**src/rtl/bus_arbiter_pkg.sv**
```systemverilog
// bus_arbiter_pkg: arbiter state and access size encodings shared with the memory and writeback stages
package bus_arbiter_pkg;
    typedef enum logic [1:0] {ARB_IDLE, ARB_FETCH, ARB_DATA, ARB_RESP} arb_state_t;
    localparam logic [1:0] SIZE_BYTE = 2'b00;
    localparam logic [1:0] SIZE_HALF = 2'b01;
    localparam logic [1:0] SIZE_WORD = 2'b10;
endpackage

```
**src/rtl/bus_lane_align.sv**
```systemverilog
// bus_lane_align: maps byte/half/word accesses onto the 32-bit bus byte lanes
module bus_lane_align
    import bus_arbiter_pkg::*;
(
    input  logic [1:0]  size,
    input  logic [1:0]  offset,
    input  logic [31:0] store_data,
    input  logic [31:0] rdata,
    output logic [3:0]  wstrb,
    output logic [31:0] wdata,
    output logic [31:0] load_data
);
    // any size code other than byte/half falls through to a full word
    assign wstrb = size == SIZE_BYTE ? 4'b0001 << offset :
                   size == SIZE_HALF ? 4'b0011 << {offset[1], 1'b0} : 4'b1111;
    assign wdata = size == SIZE_BYTE ? {4{store_data[7:0]}} :
                   size == SIZE_HALF ? {2{store_data[15:0]}} : store_data;
    assign load_data = rdata >> {offset, 3'b000};
endmodule

```
**src/rtl/bus_arbiter.sv**
```systemverilog
// bus_arbiter: shares the memory bus between fetch and the memory stage, one transaction at a time
module bus_arbiter
    import bus_arbiter_pkg::*;
#(
    parameter int STARVE_LIMIT = 4
) (
    input  logic        clk,
    input  logic        rst_n,
    input  logic        fetch_req,
    input  logic [31:0] fetch_addr,
    input  logic        fetch_cancel,
    output logic        fetch_ready,
    output logic [31:0] fetch_data,
    input  logic        mem_load,
    input  logic        mem_store,
    input  logic [31:0] mem_addr,
    input  logic [1:0]  mem_size,
    input  logic [31:0] mem_store_data,
    output logic        mem_ready,
    output logic [31:0] mem_load_data,
    output logic        bus_valid,
    output logic        bus_write,
    output logic [31:0] bus_addr,
    output logic [31:0] bus_wdata,
    output logic [3:0]  bus_wstrb,
    input  logic        bus_ready,
    input  logic [31:0] bus_rdata
);
    localparam logic [3:0] LIMIT = 4'(STARVE_LIMIT);
    arb_state_t state, state_n;
    logic [3:0] starve;
    logic cancel_q;
    logic [1:0] off_q;
    logic mem_req, fetch_ok, grant_data, grant_fetch, done;
    logic [3:0] lane_wstrb;
    logic [31:0] lane_wdata, lane_load;
    assign mem_req = mem_load | mem_store;
    assign fetch_ok = fetch_req & ~fetch_cancel;
    assign grant_data = mem_req & ~(fetch_ok && starve == LIMIT);
    assign grant_fetch = fetch_ok & ~grant_data;
    assign done = (state == ARB_FETCH || state == ARB_DATA) && bus_ready;
    // store lanes come from the live request in IDLE; load alignment uses the latched offset
    bus_lane_align u_align (
        .size(mem_size),
        .offset(state == ARB_IDLE ? mem_addr[1:0] : off_q),
        .store_data(mem_store_data),
        .rdata(bus_rdata),
        .wstrb(lane_wstrb),
        .wdata(lane_wdata),
        .load_data(lane_load)
    );
    always_comb begin
        state_n = state == ARB_IDLE ? (grant_data ? ARB_DATA : grant_fetch ? ARB_FETCH : ARB_IDLE) :
                  state == ARB_RESP ? ARB_IDLE : done ? ARB_RESP : state;
    end
    always_ff @(posedge clk or negedge rst_n) begin
        if (!rst_n) state <= ARB_IDLE;
        else state <= state_n;
    end
    always_ff @(posedge clk or negedge rst_n) begin
        if (!rst_n) begin
            fetch_ready <= 1'b0;
            fetch_data <= '0;
            mem_ready <= 1'b0;
            mem_load_data <= '0;
            bus_valid <= 1'b0;
            bus_write <= 1'b0;
            bus_addr <= '0;
            bus_wdata <= '0;
            bus_wstrb <= '0;
            starve <= '0;
            cancel_q <= 1'b0;
            off_q <= '0;
        end else begin
            fetch_ready <= 1'b0;
            mem_ready <= 1'b0;
            if (state == ARB_IDLE && (grant_data || grant_fetch)) begin
                bus_valid <= 1'b1;
                bus_write <= grant_data & mem_store;
                bus_addr <= (grant_data ? mem_addr : fetch_addr) & ~32'h3;
                bus_wdata <= grant_data & mem_store ? lane_wdata : '0;
                bus_wstrb <= grant_data & mem_store ? lane_wstrb : '0;
                off_q <= mem_addr[1:0];
                starve <= grant_fetch ? '0 : fetch_req && starve != LIMIT ? starve + 4'd1 : starve;
            end
            if (state == ARB_FETCH && fetch_cancel) cancel_q <= 1'b1;
            if (done) begin
                bus_valid <= 1'b0;
                fetch_ready <= state == ARB_FETCH && !cancel_q && !fetch_cancel;
                mem_ready <= state == ARB_DATA;
                if (state == ARB_FETCH) fetch_data <= bus_rdata;
                else if (!bus_write) mem_load_data <= lane_load;
            end
            if (state == ARB_RESP) cancel_q <= 1'b0;
        end
    end
    assert property (@(posedge clk) disable iff (!rst_n) !(mem_load && mem_store));
    assert property (@(posedge clk) disable iff (!rst_n) !mem_req || mem_size <= SIZE_WORD);
    assert property (@(posedge clk) disable iff (!rst_n) !(fetch_ready && mem_ready));
endmodule

```
**config.mk**
```make
export PLATFORM = sky130hd
export DESIGN_NAME = bus_arbiter
export DESIGN_NICKNAME = d
export VERILOG_FILES = /design/src/rtl/bus_arbiter_pkg.sv /design/src/rtl/bus_lane_align.sv /design/src/rtl/bus_arbiter.sv
export SDC_FILE = /design/constraint.sdc
export NUM_CORES = 1
export LEC_CHECK = 0
export ABC_CLOCK_PERIOD_IN_PS = 4800
export CAP_MARGIN = 10
export CORE_MARGIN = 3
export CORE_UTILIZATION = 26
export DETAILED_ROUTE_END_ITERATION = 8
export PLACE_DENSITY = 0.56
export SYNTH_ARGS = -nofsm -noshare
export SYNTH_HDL_FRONTEND = slang
export SYNTH_SLANG_ARGS = --single-unit
```
**constraint.sdc**
```tcl
create_clock -name clk -period 4.8 [get_ports clk]
set_clock_uncertainty 0.15 [all_clocks]
set_input_delay 0.96 -clock clk [delete_from_list [all_inputs] [get_ports clk]]
set_output_delay 0.96 -clock clk [all_outputs]
set_load 0.005 [all_outputs]
```
Word level (Yosys, flattened, before mapping):

Cells that the tools add are included.

* register bits: 143
* logic and storage cells: 74

* add/sub/neg operators: 1
* equality and inequality tests: 6
* shift operators: 3
* muxes and demuxes: 21
* bitwise gates (word level): 10
* reductions and logical operators: 20

Operators by type and width (count)
* $mux W32: 4
* $shr A32 B5 Y32: 1
* $mux W4: 5
* $mux W2: 5
* $logic_and A1 B1 Y1: 7
* $mux W1: 7
* $reduce_bool A2 Y1: 3
* $not A1 Y1: 5
* $add A4 B1 Y4 const B: 1
* $and A1 B1 Y1: 4
* $eq A2 B1 Y1 const B: 2
* $eq A2 B2 Y1 const B: 2
* $eq A4 B3 Y1 const B: 1
* $logic_not A2 Y1: 2
* $ne A4 B3 Y1 const B: 1
* $reduce_and A2 Y1: 2
* $shl A1 B2 Y4 const A: 1
* $shl A2 B2 Y4 const A: 1
* $reduce_and A3 Y1: 1
* $reduce_bool A3 Y1: 1
* $logic_not A1 Y1: 2
* $logic_or A1 B1 Y1: 2
* $or A1 B1 Y1: 1

Logic depth before layout (Yosys ltp):

Gate-level depths: netlist of run 1.

* word-level depth: 11
* depth in mapped cells: 8
* mapped depth without buffers: 6

Modules after synthesis:

A second synthesis of run 1 with hierarchy kept.

* cells, all modules: 582
* area, all modules: 7238.2 um2

Modules (own cells, without submodules)
* bus_arbiter: instances 1, cells each 457, area each 6222.2 um2
* bus_lane_align: instances 1, cells each 125, area each 1016.0 um2

Least setup slack after synthesis of run 1:

OpenSTA, ideal clock, no wires.

* path kind: input -> register
* from: input port mem_addr[0]
* to: register mem_load_data[7]
* arrival time: 2.185 ns
* required time: 4.520 ns
* path slack: 2.335 ns
* cell stages on the path: 6
* path buffers: 2
* cell sequence: buf_4 > mux2i_4 > buf_6 > mux2_4 > a222oi_1 > o21ai_1

* longest elaborated chain between the ends: 2

RTL lines
* from (decl): line bus_arbiter.sv:16 `input logic [31:0] mem_addr,`
* $mux W2: line bus_arbiter.sv:45 `.offset(state == ARB_IDLE ? mem_addr[1:0] : off_q),`
* $shr A32 B5 Y32: line bus_lane_align.sv:18 `assign load_data = rdata >> {offset, 3'b000};`
* to (signal assigned): line bus_arbiter.sv:92 `else if (!bus_write) mem_load_data <= lane_load;`
* to (decl): line bus_arbiter.sv:20 `output logic [31:0] mem_load_data,`

Every way passes these cells.
A chain may end at the register's enable or synchronous reset.

Worst setup path after layout of run 1:

* from: input port fetch_cancel
* to: register bus_addr[25]

* longest elaborated chain between the ends: 9

RTL lines
* from (decl): line bus_arbiter.sv:11 `input logic fetch_cancel,`
* $not A1 Y1 *: line bus_arbiter.sv:38 `assign fetch_ok = fetch_req & ~fetch_cancel;`
* $and A1 B1 Y1 *: line bus_arbiter.sv:38
* $logic_and A1 B1 Y1: line bus_arbiter.sv:39 `assign grant_data = mem_req & ~(fetch_ok && starve == LIMIT);`
* $not A1 Y1: line bus_arbiter.sv:39
* $and A1 B1 Y1: line bus_arbiter.sv:39
* $not A1 Y1: line bus_arbiter.sv:40 `assign grant_fetch = fetch_ok & ~grant_data;`
* $and A1 B1 Y1: line bus_arbiter.sv:40
* $logic_or A1 B1 Y1: line bus_arbiter.sv:77 `if (state == ARB_IDLE && (grant_data || grant_fetch)) begin`
* $logic_and A1 B1 Y1: line bus_arbiter.sv:77
* to (signal assigned): line bus_arbiter.sv:80 `bus_addr <= (grant_data ? mem_addr : fetch_addr) & ~32'h3;`
* to (decl): line bus_arbiter.sv:23 `output logic [31:0] bus_addr,`

Mark *: on every way between the ends. The rest lies on a longest branch, timed or not.

==> results of run 1 <==
==> stage by stage <==
stage / std cells / utilization [%]
after floorplan: 602 / -
after global routing: 1193 / 41.4
after detailed placement: 1162 / 38.8
after CTS: 1193 / 41.4
final: 1193 / 41.4
after global placement: 1162 / 38.8
==> metal layers <==
layer	wire (um)	vias up
met3	1100	15
met4	295	0
met2	10400	145
met5	0	-
met1	9440	2592
li1	-	2632
==> path summary, 6_finish.rpt <==
path | startpoint | endpoint | depth (start not counted) | slack [ps]
setup / recovery | fetch_cancel | bus_addr[25] | 6 | 1790
hold / removal | cancel_q | fetch_ready | 1 | 300
setup reg to reg | state[0] | mem_load_data[2] | 6 | 1900
hold reg to reg | cancel_q | fetch_ready | 1 | 300
max in group asynchronous | rst_n | fetch_data[30] | 2 | 3060
min in group asynchronous | rst_n | bus_addr[18] | 1 | 450
==> sequential cells by signal, indices dropped and copies added (netlist names), 2 cells and up <==
register	count
bus_addr	30
state	2
starve	4
fetch_data	32
bus_wdata	32
off_q	2
bus_wstrb	4
mem_load_data	32
==> area by class of cell <==
type,instances,area (um^2)
flip-flops and latches,143,3580
clock buffers,18,439
clock inverters,13,188
multi-input cells,406,2680
fillers,2440,14300
inverters,10,37.5
repair buffers,279,2770
well taps,324,405
==> logic make-up (layout without fill, tap and decap cells) <==
logic type      count (synthesis)  after routing  share of synthesized area, %
fa+ha+maj                       6              6                          1.16
mux                            96             96                          15.9
flops                         143            143                          55.3
other cells                     1              2                        0.0580
simple gates                  155            155                          9.79
buf+inv                        53            320                          3.79
compound gates                147            147                          14.0
==> worst max-delay path, delay by kind of cell <==
kind / cells / cell delay [ps]
simple gates: 1 / 160
buf+inv: 2 / 930
compound gates: 2 / 830
mux: 1 / 240
==> layout by cell type, fill, tap and decap left out, types with 12 or more instances in the layout <==
cell type / synthesis / layout
a21oi_1: 13 / 12
clkbuf_16: 0 / 17
clkdlybuf4s50_1: 0 / 267
dfrtp_1: 143 / 143
mux2_2: 38 / 38
mux2i_1: 55 / 55
nand2_1: 115 / 115
nand3_1: 16 / 16
nor2_1: 12 / 12
o21ai_0: 81 / 81
==> where the power goes <==
part           switching, mW  leakage, nW  total (mW)  internal (mW)
clock                  0.533        0.299        1.42          0.884
sequential             0.298         1.79        2.04           1.74
combinational           1.18         2.34        2.65           1.47
total                   2.01         4.43        6.10           4.09
==> flow_summary.toml, run 1 <==
[worst_setup_path]
cp_data_arrival_time_ps = 3130
cp_max_fo = 20
crit_path_cell_trace = "clkdlybuf4s50_1, nor2b_1, a21oi_4, buf_4, mux2i_1, o21ai_0"
crit_path_max_incr_delay_ps = 730
worstSetupPathType = "input port to flop"
slowest_stage = "a21oi_4"
critPathLaunchType = "input port"
cp.required_ps = 4920
cp-end-kind = "flop"

[global_routing]
gr-total-overflow = 0
grt_use_met3_pct = 3.73
use_met1_pct = 20.4
grt_max_degree = 92
top_usage_layer = "met2"
met2_usage_pct = 25.5
first_global_vias = 5291
grt_pass1_wl_um = 31900
track_usage_pct = 15.5
antenna_found_initial = 0

[min_path]
min_path_type = "flop to flop"

[sta]
max_freq_mhz = 332
holdWs_ps = 295
setup-tns-final_ps = 0
timing.final.ws_setup_ps = 1790
rsz0062_at_grt = "false"
min_period_ps = 3010
drv_slew = 0
slew_headroom_pct = 20.5
min_period_over_period_pct = 62.7
hold_viol = 0
setup_violations = 0
worst_slew_pin_slew_ps = 1160

[clock_tree]
clockRootBuffer = "clkbuf_16"
cts_resized = 0
htree_num_levels = 4
post_cts_buffers = 0
hold_buffers = 0
clock_sinks = 143
insertion_delay_ps = 410
clk_pin_slew_worst_paths_ps = 60
numCtsBuffers = 17
cts_buffer_depth = 2
cts_tree = "built"

[place]
dp_slack_ps = 1280
place_area_um2 = 9470
placement.io_buffers = 268
dp_hpwl_um = 15600
place_congestion = 0.769

[synthesis]
ys_seq_elements = 143
synth_top_area_cell = "dfrtp_1"
syn_area_um2 = 6470
synth_top_area_share_pct = 55.3
ys.flop_type = "dfrtp_1"
async_flop_share_pct = 100
ys_top_cells_by_count = "dfrtp_1, nand2_1, o21ai_0, mux2i_1, mux2_2"
synth_cells = 601
yosysUniqueCellTypes = 44
synth-edff-count = 0
syn_avg_cell_area_um2 = 10.8
synth.most_common_cell = "dfrtp_1"
ys_warn_count = 0
synthTopCellsByArea = "dfrtp_1, mux2i_1, nand2_1, mux2_2, o21ai_0"
yosysSeqAreaShare_pct = 55.3

[floorplanning]
num_rows = 57
initial_core_util_pct = 26.5
die_x_um = 164
die_y_um = 164
io_pins = 273
core_um2 = 24400
die_area_um2 = 26800

[detailed_routing]
firstDrtPassIters = 7
initialDrtViolationCount = 284
avgRoutedWirePerCell_um = 17.8
drt-total-wl_um = 21300
drc = 0
vias_per_cell = 4.51
antenna_left = 0
num_vias = 5384

[final_layout]
antenna_cells = 0
drive_above_1_share_pct = 10.5
nets = 1000
area_delta_synth_final_pct = 56.0
stdcell_area_um2 = 10100

[power]
ir_drop_mv = 0.219
p_total_mw = 6.10
p_leak_nw = 4.43
power.density_nw_per_um2 = 605

[outcome]
status = "finished clean"

[job]
cap_violations = 0
Power figures use the tool's default switching activity.
==> run 2: changes to the inputs <==
--- a/config.mk
+++ b/config.mk
@@ -5,12 +5,12 @@
 export SDC_FILE = /design/constraint.sdc
 export NUM_CORES = 1
 export LEC_CHECK = 0
-export ABC_CLOCK_PERIOD_IN_PS = 4800
+export ABC_CLOCK_PERIOD_IN_PS = 2600
 export CAP_MARGIN = 10
 export CORE_MARGIN = 3
 export CORE_UTILIZATION = 26
 export DETAILED_ROUTE_END_ITERATION = 8
-export PLACE_DENSITY = 0.56
+export PLACE_DENSITY = 0.58
 export SYNTH_ARGS = -nofsm -noshare
 export SYNTH_HDL_FRONTEND = slang
 export SYNTH_SLANG_ARGS = --single-unit
==> constraint.sdc (replaced) <==
create_clock -name clk -period 2.6 [get_ports clk]
set_clock_uncertainty 0.15 [all_clocks]
set_input_delay 0.52 -clock clk [delete_from_list [all_inputs] [get_ports clk]]
set_output_delay 0.52 -clock clk [all_outputs]
set_load 0.005 [all_outputs]
==> run 2 against run 1 <==
Net effect:
- total power is 87% higher
- highest routed layer unchanged
- via count grew 1.9%
- critical path depth up 1
- die area is the same
- worst setup slack got worse by 1500 ps
- design area rose by 2.0%
- hold slack lost 0.86 ps
- global-route usage increased by 0.34 points
- largest cell class unchanged
- combinational power up 91%
- critical path type is now flop to flop
- routed wire length fell by 0.23%
- cell count increased by 1.3%
==> flow_summary.toml, run 2 (synthesis results as in run 1) <==
[floorplanning]
core_um2 = 24400
die_x_um = 164
initial_core_util_pct = 26.5
io_pins = 273
num_rows = 57
die_y_um = 164
die_area_um2 = 26800

[detailed_routing]
firstDrtPassIters = 5
vias_per_cell = 4.54
highest_layer = "met4"
num_vias = 5484
avgRoutedWirePerCell_um = 17.6
met2_length_um = 10400
antenna_left = 0
wl_met1_um = 9090
drt-total-wl_um = 21200
wl_met3_um = 1380
initialDrtViolationCount = 276
drc = 0

[clock_tree]
clk_pin_slew_worst_paths_ps = 60
clockRootBuffer = "clkbuf_16"
htree_num_levels = 4
cts_buffer_depth = 2
insertion_delay_ps = 410
cts_tree = "built"
cts_resized = 0
numCtsBuffers = 17
clock_sinks = 143

[worst_setup_path]
slowest_stage = "dfrtp_1"
crit_path_max_incr_delay_ps = 400
reg2reg_slack_ps = 290
cp.required_ps = 2710
r2r-start = "state[0]"
critPathLaunchType = "flop"
cp-end-kind = "flop"
worstReg2RegEnd = "mem_load_data[3]"
worst_r2r_path_depth = 7
cp_data_arrival_time_ps = 2430
worstSetupPathType = "flop to flop"
cp_max_fo = 16
crit_path_cell_trace = "inv_1, ha_1, mux2i_4, buf_12, mux2_2, a222oi_1, o21ai_0"

[sta]
min_period_over_period_pct = 88.9
min_period_ps = 2310
drv_slew = 0
max_freq_mhz = 432
rsz0062_at_grt = "false"
setup-tns-final_ps = 0
hold_viol = 0
slew_headroom_pct = 61.2
worst_slew_pin_slew_ps = 583
setup_violations = 0

[power]
p_total_mw = 11.4
power.density_nw_per_um2 = 1110
ir_drop_mv = 0.353
p_leak_nw = 4.53

[global_routing]
gr-total-overflow = 0
antenna_found_initial = 1
track_usage_pct = 15.8
grt_max_degree = 61
grt_pass1_wl_um = 32500
first_global_vias = 5532

[place]
placement.io_buffers = 268
dp.cells = 1174
place_congestion = 0.760
dp_hpwl_um = 15600

[final_layout]
mostFrequentLayoutCell = "clkdlybuf4s50_1"
top_regs = "bus_wdata x32, fetch_data x32, mem_load_data x32"
area_delta_synth_final_pct = 59.2
nets = 1013
final_cell_mix = "clkdlybuf4s50_1, dfrtp_1, nand2_1"
fin_cells = 1208
drive_above_1_share_pct = 11.7

[min_path]
min_to = "fetch_ready"
min_path_type = "flop to flop"
min-delay-start = "cancel_q"
hold_depth = 1

[job]
cap_violations = 0

[outcome]
status = "finished clean"
-- run 2: cell count changes in the layout (fill, tap and decap cells not counted) --
cell,change
dlygate4sd3_1,+1
inv_6,+1
buf_12,+8
clkbuf_1,+1
diode_2,+1
buf_4,+4
clkinv_4,-2
clkinv_2,+1
-- run 2: worst max-delay path, delay by kind of cell, from the launching register on --
family	cells	cell delay (ps)
flip-flops	1	400
buffers and inverters	2	280
multiplexers	2	640
AO/OA/AOI/OAI	2	430
adder cells (fa/ha/maj)	1	260
-- run 2: worst max path at each step --
stage	endpoint	from	cells after the start	slack, ps
6_report	mem_load_data[3]	state[0]	7	290
5_1_grt	mem_load_data[3]	state[1]	7	100
4_1_cts	mem_load_data[3]	state[0]	7	280
3_5_place_dp	starve[0]	mem_store	5	140
3_3_place_gp	starve[0]	mem_store	5	160
2_1_floorplan	mem_load_data[7]	state[0]	8	430
-- run 2: cell type report --
type	count	area (um^2)
multi-input combinational	406	2680
antenna	1	2.50
tap	324	405
clock inverter	13	184
timing repair buffer	292	2970
clock buffer	19	443
inverter	10	37.5
sequential	143	3580
fill	2433	14100
-- run 2: routing by layer --
metal  vias up  GRT usage [%]
met5         -              0
met4         0           4.11
met3        12           4.79
met2       149           26.4
met1      2653           20.0
li1       2670              -
-- run 2: stage by stage --
stage | util, % | setup WS [ps] | hold slack, ps | instance area, um^2
floorplan | - | 426 | 74.4 | 6470
global placement | 39.6 | 160 | 278 | 9660
detailed placement | 39.6 | 142 | 284 | 9660
CTS | 42.2 | 275 | 295 | 10300
global route | 42.2 | 95.1 | 308 | 10300
finish | 42.2 | 288 | 294 | 10300
-- run 2: where the power goes --
part | switching (mW) | total (mW) | internal, mW | leakage (nW)
combinational | 2.22 | 5.05 | 2.83 | 2.44
clock | 0.972 | 2.61 | 1.64 | 0.300
sequential | 0.546 | 3.76 | 3.22 | 1.79
-- run 2: what timing repair did --
action / CTS / global route
hold endpoints to repair: 56 / 0
hold buffers: 1 / 0
setup buffers: 0 / 0
==> run 3: changes to the inputs <==
--- a/config.mk
+++ b/config.mk
@@ -10,6 +10,7 @@
 export CORE_MARGIN = 3
 export CORE_UTILIZATION = 26
 export DETAILED_ROUTE_END_ITERATION = 8
+export MAX_ROUTING_LAYER = met4
 export PLACE_DENSITY = 0.58
 export SYNTH_ARGS = -nofsm -noshare
 export SYNTH_HDL_FRONTEND = slang
==> run 3 against run 2 <==
Net effect:
- routed wire length is 0.14% lower
- total power barely moved
- sequential power about the same
- flip-flop and latch count unchanged
- first-iteration DRC count up 6.5%
- combinational power barely moved
- critical path type unchanged
- largest power group unchanged
==> flow_summary.toml, run 3 (synthesis results as in run 1) <==
[final_layout]
final_cell_mix = "clkdlybuf4s50_1, dfrtp_1, nand2_1"
stdcell_area_um2 = 10300
nets = 1013
fillCellCount = 2433
area_delta_synth_final_pct = 59.2
top_regs = "bus_wdata x32, fetch_data x32, mem_load_data x32"
drive_above_1_share_pct = 11.7
fin_cells = 1208
mostFrequentLayoutCell = "clkdlybuf4s50_1"

[global_routing]
grt_max_degree = 61
antenna_found_initial = 1
gr-total-overflow = 0
track_usage_pct = 16.3
grt_pass1_wl_um = 32400
first_global_vias = 5530

[worst_setup_path]
cp-end-kind = "flop"
worst_r2r_path_depth = 7
cp_max_fo = 16
worstReg2RegEnd = "mem_load_data[3]"
critPathLaunchType = "flop"
worstSetupPathType = "flop to flop"
cp.required_ps = 2720
r2r-start = "state[0]"
cp_data_arrival_time_ps = 2430
reg2reg_slack_ps = 290

[power]
power.density_nw_per_um2 = 1110
ir_drop_mv = 0.353
p_leak_nw = 4.53

[clock_tree]
numCtsBuffers = 17
cts_tree = "built"
cts_resized = 0
clockRootBuffer = "clkbuf_16"
clock_sinks = 143
htree_num_levels = 4
insertion_delay_ps = 410
clk_pin_slew_worst_paths_ps = 60
cts_buffer_depth = 2

[sta]
timing.final.ws_setup_ps = 290
worst_slew_pin_slew_ps = 582
holdWs_ps = 294
hold_viol = 0
setup_violations = 0
rsz0062_at_grt = "false"
slew_headroom_pct = 61.2
min_period_over_period_pct = 88.8
max_freq_mhz = 433
drv_slew = 0
min_period_ps = 2310
setup-tns-final_ps = 0

[detailed_routing]
drc = 0
drt-total-wl_um = 21200
antenna_left = 0
avgRoutedWirePerCell_um = 17.5
num_vias = 5487
firstDrtPassIters = 4
initialDrtViolationCount = 294
vias_per_cell = 4.54

[floorplanning]
initial_core_util_pct = 26.5
num_rows = 57
die_area_um2 = 26800
core_um2 = 24400
io_pins = 273
die_y_um = 164
die_x_um = 164

[place]
place_congestion = 0.770
place_area_um2 = 9660
dp_slack_ps = 142
dp_hpwl_um = 15600
dp.cells = 1174
placement.io_buffers = 268

[outcome]
status = "finished clean"

[min_path]
hold_depth = 1
min_to = "fetch_ready"
min-delay-start = "cancel_q"
min_path_type = "flop to flop"

[job]
cap_violations = 0
[run 3: cell counts in the layout (fill, tap and decap cells not counted)]
Identical to the previous run, type by type.
[run 3: area by class of cell]
type / instances / area [um^2] / area share, %
antenna: 1 / 2.50 / 0.0243
multi-input combinational: 406 / 2680 / 26.0
clock inverter: 13 / 184 / 1.79
tap: 324 / 405 / 3.94
timing repair buffer: 292 / 2970 / 28.8
sequential: 143 / 3580 / 34.8
inverter: 10 / 37.5 / 0.365
clock buffer: 19 / 443 / 4.30
[run 3: critical path: stages, from the launching register on]
cell,delay (ps)
dfrtp_1,400
inv_1,110
ha_1,250
mux2i_4,270
buf_12,170
mux2_2,370
a222oi_1,300
o21ai_0,130
[run 3: what timing repair did]
| item | CTS | global route |
|---|---|---|
| setup buffers | 0 | 0 |
| endpoints found under the setup margin | 0 | 0 |
| hold endpoints to repair | 56 | 0 |
| hold buffers | 1 | 0 |
[run 3: worst max path at each step]
stage | cells past startpoint | slack [ps] | start | end
floorplan | 8 | 430 | state[0] | mem_load_data[7]
CTS | 7 | 280 | state[0] | mem_load_data[3]
finish | 7 | 290 | state[0] | mem_load_data[3]
global placement | 5 | 160 | mem_store | starve[0]
detailed placement | 5 | 140 | mem_store | starve[0]
global route | 7 | 90 | state[1] | mem_load_data[3]
[run 3: metrics by stage]
| stage | util (%) | power [mW] |
|---|---|---|
| after floorplan | - | 5.93 |
| after global placement | 39.6 | 8.84 |
| after detailed placement | 39.6 | 8.92 |
| after CTS | 42.2 | 11.6 |
| after global routing | 42.2 | 12.2 |
| final | 42.2 | 11.4 |
[run 3: where the power goes]
group,internal [mW],switching (mW),total [mW]
registers,3.22,0.544,3.76
clock network,1.64,0.971,2.61
logic,2.83,2.22,5.05
total,7.68,3.73,11.4
[run 3: layer usage]
metal,track usage [%],share of wire (%),vias to the layer above
met5,-,0,-
met2,26.3,49,164
li1,-,-,2662
met3,4.26,6.5,13
met4,4.11,1.4,0
met1,20.4,43,2648
